[src/rtl/spi_baud_gen.sv]
// -----------------------------------------------------------------------------
// spi_baud_gen
//
// Baud-rate generator and transfer sequencer for an SPI master. While a
// transfer runs, the block produces the baud clock that feeds the SCK control
// stage. The clock has NBITS periods, and each period has a low half and a
// high half of H system clocks:
//
//   H = (SPPR + 1) * 2^SPR          (1 .. 1024 clk cycles)
//
// The rate inputs are captured when the transfer starts. Later changes to
// SPPR/SPR do not affect the transfer that is already running.
//
// Ports
//   clk         system clock; all state changes on the rising edge
//   rst_n       asynchronous active-low reset
//   start       request one transfer (accepted only while idle)
//   abort       terminate a running transfer; blocks start while idle
//   SPPR[2:0]   baud pre-selection
//   SPR[2:0]    baud selection (power of two)
//   M_BaudRate  baud clock: low first half-period, high second half-period
//   idle        high when no transfer is in progress
//   bit_idx     index of the current SCK cycle, 0..NBITS-1
//   done        one-cycle pulse after a transfer completes normally
//
// Every output comes straight from a flop. The output flops are loaded from
// the *next* state, so they line up with the state registers without adding
// a cycle of latency.
// -----------------------------------------------------------------------------
module spi_baud_gen #(
  parameter int NBITS = 8
) (
  input  logic       clk,
  input  logic       rst_n,
  input  logic       start,
  input  logic       abort,
  input  logic [2:0] SPPR,
  input  logic [2:0] SPR,
  output logic       M_BaudRate,
  output logic       idle,
  output logic [3:0] bit_idx,
  output logic       done
);

  localparam logic [0:0] ST_IDLE = 1'b0;
  localparam logic [0:0] ST_RUN  = 1'b1;

  // The last half-period of the transfer. The half-period counter h runs
  // from 0 up to this value.
  localparam logic [4:0] H_LAST = 5'(2 * NBITS - 1);

  // Reload value for the half-period down-counter: H-1.
  // The largest H is 8 << 7 = 1024, so the arithmetic is 11 bits wide.
  function automatic logic [10:0] half_len_m1(input logic [2:0] pre,
                                              input logic [2:0] sel);
    logic [10:0] len;
    len = ({8'd0, pre} + 11'd1) << sel;
    return len - 11'd1;
  endfunction

  logic [0:0]  state_q,   state_d;
  logic [10:0] div_cnt_q, div_cnt_d;
  logic [4:0]  h_q,       h_d;
  logic [2:0]  sppr_q,    sppr_d;
  logic [2:0]  spr_q,     spr_d;
  logic        baud_q,    baud_d;
  logic        idle_q,    idle_d;
  logic [3:0]  bit_idx_q, bit_idx_d;
  logic        done_q,    done_d;
  logic        run_d;

  // Next-state logic
  always_comb begin
    state_d   = state_q;
    div_cnt_d = div_cnt_q;
    h_d       = h_q;
    sppr_d    = sppr_q;
    spr_d     = spr_q;
    done_d    = 1'b0;

    case (state_q)
      ST_IDLE: begin
        // abort has priority over start, so both together keep the block idle
        if (start && !abort) begin
          state_d   = ST_RUN;
          sppr_d    = SPPR;
          spr_d     = SPR;
          div_cnt_d = half_len_m1(SPPR, SPR);
          h_d       = 5'd0;
        end
      end

      ST_RUN: begin
        if (abort) begin
          state_d   = ST_IDLE;
          div_cnt_d = 11'd0;
          h_d       = 5'd0;
        end else if (div_cnt_q == 11'd0) begin
          if (h_q == H_LAST) begin
            state_d = ST_IDLE;
            h_d     = 5'd0;
            done_d  = 1'b1;
          end else begin
            // Use the latched rate, not the live inputs
            h_d       = h_q + 5'd1;
            div_cnt_d = half_len_m1(sppr_q, spr_q);
          end
        end else begin
          div_cnt_d = div_cnt_q - 11'd1;
        end
      end

      default: begin
        state_d   = ST_IDLE;
        div_cnt_d = 11'd0;
        h_d       = 5'd0;
      end
    endcase
  end

  // Output flops are loaded from the next state, so outputs follow the state
  // on the same edge without any combinational path to the ports.
  always_comb begin
    run_d     = (state_d == ST_RUN);
    baud_d    = run_d & h_d[0];
    idle_d    = ~run_d;
    bit_idx_d = run_d ? h_d[4:1] : 4'd0;
  end

  // State and output registers
  always_ff @(posedge clk or negedge rst_n) begin
    if (!rst_n) begin
      state_q   <= ST_IDLE;
      div_cnt_q <= 11'd0;
      h_q       <= 5'd0;
      sppr_q    <= 3'd0;
      spr_q     <= 3'd0;
      baud_q    <= 1'b0;
      idle_q    <= 1'b1;
      bit_idx_q <= 4'd0;
      done_q    <= 1'b0;
    end else begin
      state_q   <= state_d;
      div_cnt_q <= div_cnt_d;
      h_q       <= h_d;
      sppr_q    <= sppr_d;
      spr_q     <= spr_d;
      baud_q    <= baud_d;
      idle_q    <= idle_d;
      bit_idx_q <= bit_idx_d;
      done_q    <= done_d;
    end
  end

  assign M_BaudRate = baud_q;
  assign idle       = idle_q;
  assign bit_idx    = bit_idx_q;
  assign done       = done_q;

endmodule
[config.mk]
export PLATFORM = sky130hd
export DESIGN_NAME = spi_baud_gen
export DESIGN_NICKNAME = d
export VERILOG_FILES = /design/src/rtl/spi_baud_gen.sv
export SDC_FILE = /design/constraint.sdc
export NUM_CORES = 1
export LEC_CHECK = 0
export BUFFER_PORTS_ARGS = -buffer_cell sky130_fd_sc_hd__buf_2
export CORE_AREA = 2 2 81 83
export CTS_BUF_LIST = sky130_fd_sc_hd__clkbuf_8
export DETAILED_ROUTE_END_ITERATION = 12
export DIE_AREA = 0 0 83 85
export MAX_ROUTING_LAYER = met4
export PLACE_DENSITY = 0.61
export SLEW_MARGIN = 0
export SYNTH_ARGS = -nofsm -noshare
export SYNTH_HDL_FRONTEND = slang
export SYNTH_SLANG_ARGS = --single-unit
[constraint.sdc]
create_clock -name clk -period 2.9 [get_ports clk]
set_input_delay 0.29 -clock clk [delete_from_list [all_inputs] [get_ports clk]]
set_output_delay 0.29 -clock clk [all_outputs]
set_load 0.01 [all_outputs]
Word level (Yosys, flattened, before mapping)

Cells that the tools add are included.
W data, S select, Z words.

Input port bits: 10
Flip-flop bits (word level): 30
Word-level logic and storage cells: 48
Output and inout port bits: 7

Add/sub/neg operators: 6
Muxes and demuxes: 20
Bitwise logic cells: 3
Shift-type cells: 2
Equality and inequality tests: 3
Reductions and logical operators: 5

Operator list:

| cell                    | number |
|---|---|
| $mux W11                | 4 |
| $sub A11 B1 Y11 const B | 3 |
| $pmux W11 S2            | 1 |
| $shl A4 B3 Y11          | 2 |
| $mux W5                 | 4 |
| $logic_not A11 Y1       | 1 |
| $pmux W5 S2             | 1 |
| $add A3 B1 Y4 const B   | 2 |
| $mux W1                 | 8 |
| $add A5 B1 Y5 const B   | 1 |
| $eq A5 B4 Y1 const B    | 1 |
| $mux W4                 | 1 |
| $ne A4 B4 Y1 const B    | 1 |
| $reduce_and A2 Y1       | 2 |
| $ne A2 B2 Y1 const B    | 1 |
| $not A1 Y1              | 2 |
| $pmux W1 S2             | 1 |
| $and A1 B1 Y1           | 1 |
| $logic_and A1 B1 Y1     | 1 |
| $logic_not A1 Y1        | 1 |

Logic depth before layout (Yosys ltp)

Gate-level depths: netlist of the first run.

Depth in word-level cells: 7
Mapped depth: 11
Mapped depth without buffers: 11

Least setup slack after synthesis of the first run

Ideal clock, no wire load.

Path type: flip-flop to flip-flop
Start: reg sppr_q[1]
End: reg div_cnt_q[8]
Cell stages (with the launch flop): 12
Setup time: 0.078 ns
Buffers on the path: 0
Path slack: 0.255 ns
Arrival: 2.568 ns
Cells stage by stage: dfrtp_1 -> ha_1 -> nand2b_1 -> a21oi_1 -> a21oi_1 -> ha_1 -> nand2_1 -> or3_1 -> or3_1 -> o31a_1 -> or3_1 -> a21oi_1

Word-level cells in the longest chain between the ends: 7

Ends and longest elaborated chain:

| item                   | line | source |
|---|---|---|
| from (decl)            | 64   | `logic [2:0] sppr_q, sppr_d;` |
| from (signal assigned) | 146  | `sppr_q <= sppr_d;` |
| $add A3 B1 Y4          | 57   | `len = ({8'd0, pre} + 11'd1) << sel;` |
| $shl A4 B3 Y11         | 57   |  |
| $sub A11 B1 Y11        | 58   | `return len - 11'd1;` |
| $mux W11               | 99   | `if (h_q == H_LAST) begin` |
| $mux W11               | 98   | `end else if (div_cnt_q == 11'd0) begin` |
| $mux W11               | 94   | `if (abort) begin` |
| $pmux W11 S2           | 81   | `case (state_q)` |
| to (signal assigned)   | 144  | `div_cnt_q <= div_cnt_d;` |
| to (decl)              | 62   | `logic [10:0] div_cnt_q, div_cnt_d;` |

Every way passes these cells. The select of a mux whose other input is x is not followed.
A chain may end at the register's enable or synchronous reset.

Final worst setup path of the first run

Same ends and word-level chain as after synthesis.

==> impl_metrics.env, run 1 <==
export IMPL_tightest_slew_ns=0.841
export IMPL_htreeDepth=2
export IMPL_synthTopCellsByArea="dfrtp_1, nor2_1, a21oi_1"
export IMPL_cts_sinks=30
export IMPL_root_buffer="clkbuf_8"
export IMPL_die_w_um=83
export IMPL_vias=2288
export IMPL_cp_cell_sequence="ha_4 -> nand2b_1 -> a21oi_1 -> a21oi_1 -> ha_2 -> nand2_1 -> or3_1 -> or3_1 -> o31a_1 -> or3_1 -> a21oi_1"
export IMPL_critPathMaxFanout=4
export IMPL_setup_viol=0
export IMPL_drt_total_wl_um=6300
export IMPL_cts_made_buffers=5
export IMPL_core_area_um2=6200
export IMPL_r2r_cells=11
export IMPL_worst_path_buf_inv=0
export IMPL_use_met1_pct=24.6
export IMPL_fillCellCount=621
export IMPL_slowest_delay_ns=0.43
export IMPL_r2r_end="div_cnt_q[8]"
export IMPL_hold_path_class="in -> async"
export IMPL_clkTransAtPathRegs_ns=0.07
export IMPL_drc=0
export IMPL_reg2reg_from="sppr_q[1]"
export IMPL_path_class="reg -> reg"
export IMPL_use_met3_pct=3.21
export IMPL_crit_path_start_kind="register"
export IMPL_synthArstFlopShare_pct=100
export IMPL_synth_ff_type="dfrtp_1"
export IMPL_cp_slowest_cell="dfrtp_1"
export IMPL_port_buffers=16
export IMPL_clockBufferDepth=2
export IMPL_reg2reg_slack_ns=0.17
export IMPL_ios=17
export IMPL_grt_use_met2_pct=32.0
export IMPL_holdWs_ns=0.0348
export IMPL_wl_per_cell_um=16.1
export IMPL_grt_max_degree=31
export IMPL_ys_seq_area_share_pct=31.2
export IMPL_synth_most_common_cell="nor2_1"
export IMPL_fin_tns_setup_ns=0
export IMPL_grt_setup_unrepaired="no"
export IMPL_arrival_ns=2.95
export IMPL_die_area_um2=7060
export IMPL_dp_hpwl_um=4780
export IMPL_leakagePower_nw=1.14
export IMPL_fin_nets=328
export IMPL_hold_violations=0
export IMPL_antenna_cells=0
export IMPL_cp_top_family="simple AND/OR/NAND/NOR gates"
export IMPL_syn_inst=294
export IMPL_fin_crit_sh_pct=94.2
export IMPL_grt_pass1_vias=2249
export IMPL_syn_area_per_cell_um2=8.21
export IMPL_syn_to_final_growth_pct=12.1
export IMPL_gr_total_overflow=0
export IMPL_drive_above_1_share_pct=17.8
export IMPL_ant_nets=0
export IMPL_ys_ff_latch=30
export IMPL_max_freq_mhz=366
export IMPL_top_usage_layer="met2"
export IMPL_grt_first_pass_wirelength_um=10900
export IMPL_timing_final_crit_period_ns=2.73
export IMPL_antenna_found_initial=0
export IMPL_cts_tree="yes"
export IMPL_power_density_nw_per_um2=873
export IMPL_place_gp_congestion=0.970
export IMPL_synth_edf_count=0
export IMPL_status="complete, no violations"
export IMPL_skew_ns=0.00565
export IMPL_yosys_area_top_type_share_pct=30.1
export IMPL_row_count=29
export IMPL_yosysWarnings=0
export IMPL_die_h_um=85
export IMPL_start_util_pct=38.9
export IMPL_gr_usage_all_layers_pct=19.7
export IMPL_syn_area_um2=2410
export IMPL_synth_top_cell_by_area="dfrtp_1"
export IMPL_worstPathRequired_ns=3.12
export IMPL_postCtsHoldBufs=0
export IMPL_max_cap_violations=0
export IMPL_synth_lib_cells_used_distinct=63
export IMPL_via_per_inst=5.85
export IMPL_timing_slew_headroom_pct=43.9
export IMPL_drv_slew=0
export IMPL_synth_nets=309
export IMPL_drtPass1Iterations=4
export IMPL_ir_worst_vdd_v=0.000263
export IMPL_first_iter_violations=226
export IMPL_end_kind="register"
export IMPL_clock_latency_ns=0.29
export IMPL_synth_common_cells="nor2_1, dfrtp_1, nand2_1, a21oi_1, o21ai_0"
## sequential cells by signal, summed over array words and instances, names as in the netlist
name and cells:
spr_q 3, M_BaudRate 1, done 1, bit_idx 4, div_cnt_q 11, idle 1
sppr_q 3, state_q 1, h_q 5
## cell usage in the layout, fill, tap and decap left out, types with 5 or more instances in the layout
cell,n
buf_4,11
inv_1,6
dfrtp_1,29
o21ai_0,14
nor3_1,9
buf_2,16
nand3_1,10
nor2_1,34
mux2_2,5
a21oi_1,23
nand2_1,28
xor2_1,9
or3_1,6
a31oi_1,8
a21o_1,5
clkbuf_8,6
xnor2_1,5
## layout make-up
type                    instances  area [um2]  area share, %
well taps                      77        96.3           3.56
inverters                       9        33.8           1.25
multi-input cells             240        1570           57.9
clock buffers                   6        82.6           3.05
flip-flops and latches         30         752           27.8
repair buffers                 27         163           6.01
clock inverters                 2        12.5          0.463
## per-stage QoR
step	std cells	worst slack (ns)	instance area (um2)	power, mW	utilization [%]
finish	391	0.168	2710	2.36	43.6
global route	391	0.0194	2710	2.55	43.6
CTS	390	0.0708	2680	2.32	43.2
detailed placement	382	0.0774	2590	1.96	41.7
global placement	382	0.122	2590	1.95	41.7
floorplan	294	0.255	2410	1.63	-
## routing by layer
layer  vias to the layer above  share of wire [%]
li1                       1118                  -
met1                      1092                 46
met2                        63                 47
met3                        15                3.5
met4                         0                2.8
met5                         -                  0
## worst reg2reg max path, cell delays in order (launching register included)
cell and delay [ns]:
dfrtp_1 0.43, ha_4 0.24, nand2b_1 0.10, a21oi_1 0.12, a21oi_1 0.17, ha_2 0.20, nand2_1 0.06, or3_1 0.32
or3_1 0.33, o31a_1 0.24, or3_1 0.33, a21oi_1 0.12
## timing repair
action | 4_1_cts | 5_1_grt
setup endpoints to repair | 0 | 1
setup buffers | 0 | 1
gates resized for setup | 0 | 2
## how the worst max path moves through the flow
stage                         endpoint  cells past startpoint       from
after global placement    div_cnt_q[8]                     11  sppr_q[1]
final                     div_cnt_q[8]                     11  sppr_q[1]
after detailed placement  div_cnt_q[8]                     11  sppr_q[1]
after global routing      div_cnt_q[8]                     11  sppr_q[1]
after CTS                 div_cnt_q[8]                     11  sppr_q[1]
after floorplan           div_cnt_q[8]                     11  sppr_q[1]
## power breakdown
part | internal (mW) | leakage (nW) | switching (mW)
registers | 0.552 | 0.384 | 0.176
clock network | 0.191 | 0.0472 | 0.175
logic | 0.535 | 0.713 | 0.732
## logic make-up after synthesis
family | Yosys count | synth area share (%)
adder cells (fa/ha/maj) | 5 | 2.59
XOR/XNOR | 15 | 5.76
buffers and inverters | 24 | 4.56
multiplexers | 10 | 4.93
AO/OA/AOI/OAI | 87 | 25.2
AND/OR/NAND/NOR | 123 | 25.8
flip-flops | 30 | 31.2
Note: power is estimated with default switching activity, not from simulation.
==> run 2: changes to the inputs <==
- PLACE_DENSITY: 0.61 -> default
==> impl_metrics.env, run 2 (synthesized netlist as in run 1, its figures left out) <==
export IMPL_status="complete, no violations"
export IMPL_drv_slew=0
export IMPL_layout_commonest_cell="nor2_1"
export IMPL_first_iter_violations=213
export IMPL_grt_first_pass_wirelength_um=10700
export IMPL_start_util_pct=38.9
export IMPL_slowest_delay_ns=0.39
export IMPL_vias=2254
export IMPL_path_depth=11
export IMPL_cts_made_buffers=5
export IMPL_timing_slew_headroom_pct=46.4
export IMPL_clockBufferDepth=2
export IMPL_grt_pass1_vias=2215
export IMPL_cp_slowest_cell="dfrtp_1"
export IMPL_clock_latency_ns=0.29
export IMPL_drc=0
export IMPL_worst_path_buf_inv=0
export IMPL_critPathMaxFanout=5
export IMPL_cp_top_family="simple AND/OR/NAND/NOR gates"
export IMPL_grt_setup_unrepaired="no"
export IMPL_crit_start="div_cnt_q[2]"
export IMPL_leakagePower_nw=1.18
export IMPL_top_register="div_cnt_q"
export IMPL_final_area_um2=2760
export IMPL_gr_usage_all_layers_pct=19.4
export IMPL_row_count=29
export IMPL_arrival_ns=2.96
export IMPL_gr_total_overflow=0
export IMPL_timing_final_crit_period_ns=2.75
export IMPL_cts_tree="yes"
export IMPL_ff_latch_area_um2=752
export IMPL_path_class="reg -> reg"
export IMPL_postCtsHoldBufs=0
export IMPL_fin_nets=330
export IMPL_reg2reg_from="div_cnt_q[2]"
export IMPL_tightest_slew_ns=0.804
export IMPL_antenna_found_initial=0
export IMPL_dp_hpwl_um=4780
export IMPL_cts_sinks=30
export IMPL_fillCellCount=624
export IMPL_max_freq_mhz=364
export IMPL_htreeDepth=2
export IMPL_die_w_um=83
export IMPL_place_gp_congestion=0.961
export IMPL_crit_path_start_kind="register"
export IMPL_postLayoutCoreUtil_pct=44.4
export IMPL_wl_per_cell_um=16.4
export IMPL_fin_tns_setup_ns=0
export IMPL_hold_path_class="in -> async"
export IMPL_syn_to_final_growth_pct=14.2
export IMPL_drtPass1Iterations=7
export IMPL_clkTransAtPathRegs_ns=0.07
export IMPL_root_buffer="clkbuf_8"
export IMPL_end_kind="register"
export IMPL_ir_worst_vdd_v=0.000297
export IMPL_max_cap_violations=0
export IMPL_antenna_cells=0
export IMPL_ios=17
export IMPL_ant_nets=0
export IMPL_power_density_nw_per_um2=907
export IMPL_p_total_mw=2.50
export IMPL_port_buffers=16
export IMPL_die_area_um2=7060
export IMPL_die_h_um=85
export IMPL_hold_violations=0
export IMPL_r2r_cells=11
export IMPL_core_area_um2=6200
export IMPL_cp_cell_sequence="or3_1 -> or3_4 -> nor3_4 -> a21oi_1 -> ha_2 -> nand2_1 -> or3_1 -> or3_1 -> o31a_1 -> or3_1 -> a21oi_1"
export IMPL_final_cell_mix="nor2_1, dfrtp_1, nand2_1"
export IMPL_worstPathRequired_ns=3.11
export IMPL_drt_total_wl_um=6460
export IMPL_fin_crit_sh_pct=94.8
export IMPL_setup_viol=0
export IMPL_multi_input_area_um2=1580
export IMPL_largest_register_ffs=11
export IMPL_reg2reg_slack_ns=0.15
export IMPL_dpl_instance_area_um2=2600
export IMPL_grt_max_degree=31
export IMPL_drive_above_1_share_pct=18.7
export IMPL_via_per_inst=5.74
export IMPL_skew_ns=0.00702
export IMPL_cpMostUsedCell="or3_1"
[run 2: cell count changes in the layout (fill, tap and decap cells not counted)]
| cell | before | now |
|---|---|---|
| a21oi_1 | 23 | 21 |
| a21oi_2 | 0 | 2 |
| buf_4 | 11 | 13 |
| bufinv_16 | 0 | 1 |
| clkinv_2 | 1 | 0 |
| clkinvlp_4 | 1 | 0 |
| inv_1 | 6 | 7 |
| nor3_2 | 1 | 0 |
| nor3_4 | 0 | 1 |
[run 2: final timing paths]
path | to
min in group clk | sppr_q[2]
worst max register to register | div_cnt_q[8]
worst min register to register | bit_idx[3]
worst max-delay path | div_cnt_q[8]
max in group asynchronous | div_cnt_q[3]
worst min-delay path | h_q[2]
[run 2: stage by stage]
| step | hold WS (ns) | setup WS, ns | std cells |
|---|---|---|---|
| after floorplan | -0.00559 | 0.255 | 294 |
| after global placement | 0.383 | 0.112 | 384 |
| after detailed placement | 0.387 | 0.0288 | 384 |
| after CTS | 0.0822 | 0.0190 | 392 |
| after global routing | 0.104 | 0.00860 | 393 |
| final | 0.0518 | 0.150 | 393 |
[run 2: cell type report]
cell class,count,area share (%)
inverters,9,1.23
repair buffers,29,6.45
clock buffers,6,3.00
well taps,77,3.50
clock inverters,2,1.23
multi-input cells,240,57.3
flip-flops and latches,30,27.3
[run 2: power by group]
part	internal (mW)	switching (mW)
clock	0.276	0.168
combinational	0.561	0.782
sequential	0.553	0.158
total	1.39	1.11
[run 2: worst reg2reg max path, stage by stage, from the launching register on]
cell and delay (ns):
dfrtp_1 0.39, or3_1 0.16, or3_4 0.17, nor3_4 0.07, a21oi_1 0.21, ha_2 0.23, nand2_1 0.07, or3_1 0.33
or3_1 0.34, o31a_1 0.25, or3_1 0.34, a21oi_1 0.12
[run 2: what timing repair did]
action	in CTS	in global routing
endpoints found under the setup margin	0	3
gates resized for setup	0	5
buffers inserted	0	1
[run 2: routing by layer]
| metal | GRT usage (%) | wire, um | vias up |
|---|---|---|---|
| li1 | - | - | 1119 |
| met1 | 23.8 | 2840 | 1044 |
| met2 | 32.8 | 3170 | 78 |
| met3 | 3.31 | 304 | 13 |
| met4 | 6.11 | 139 | 0 |
| met5 | - | 0 | - |
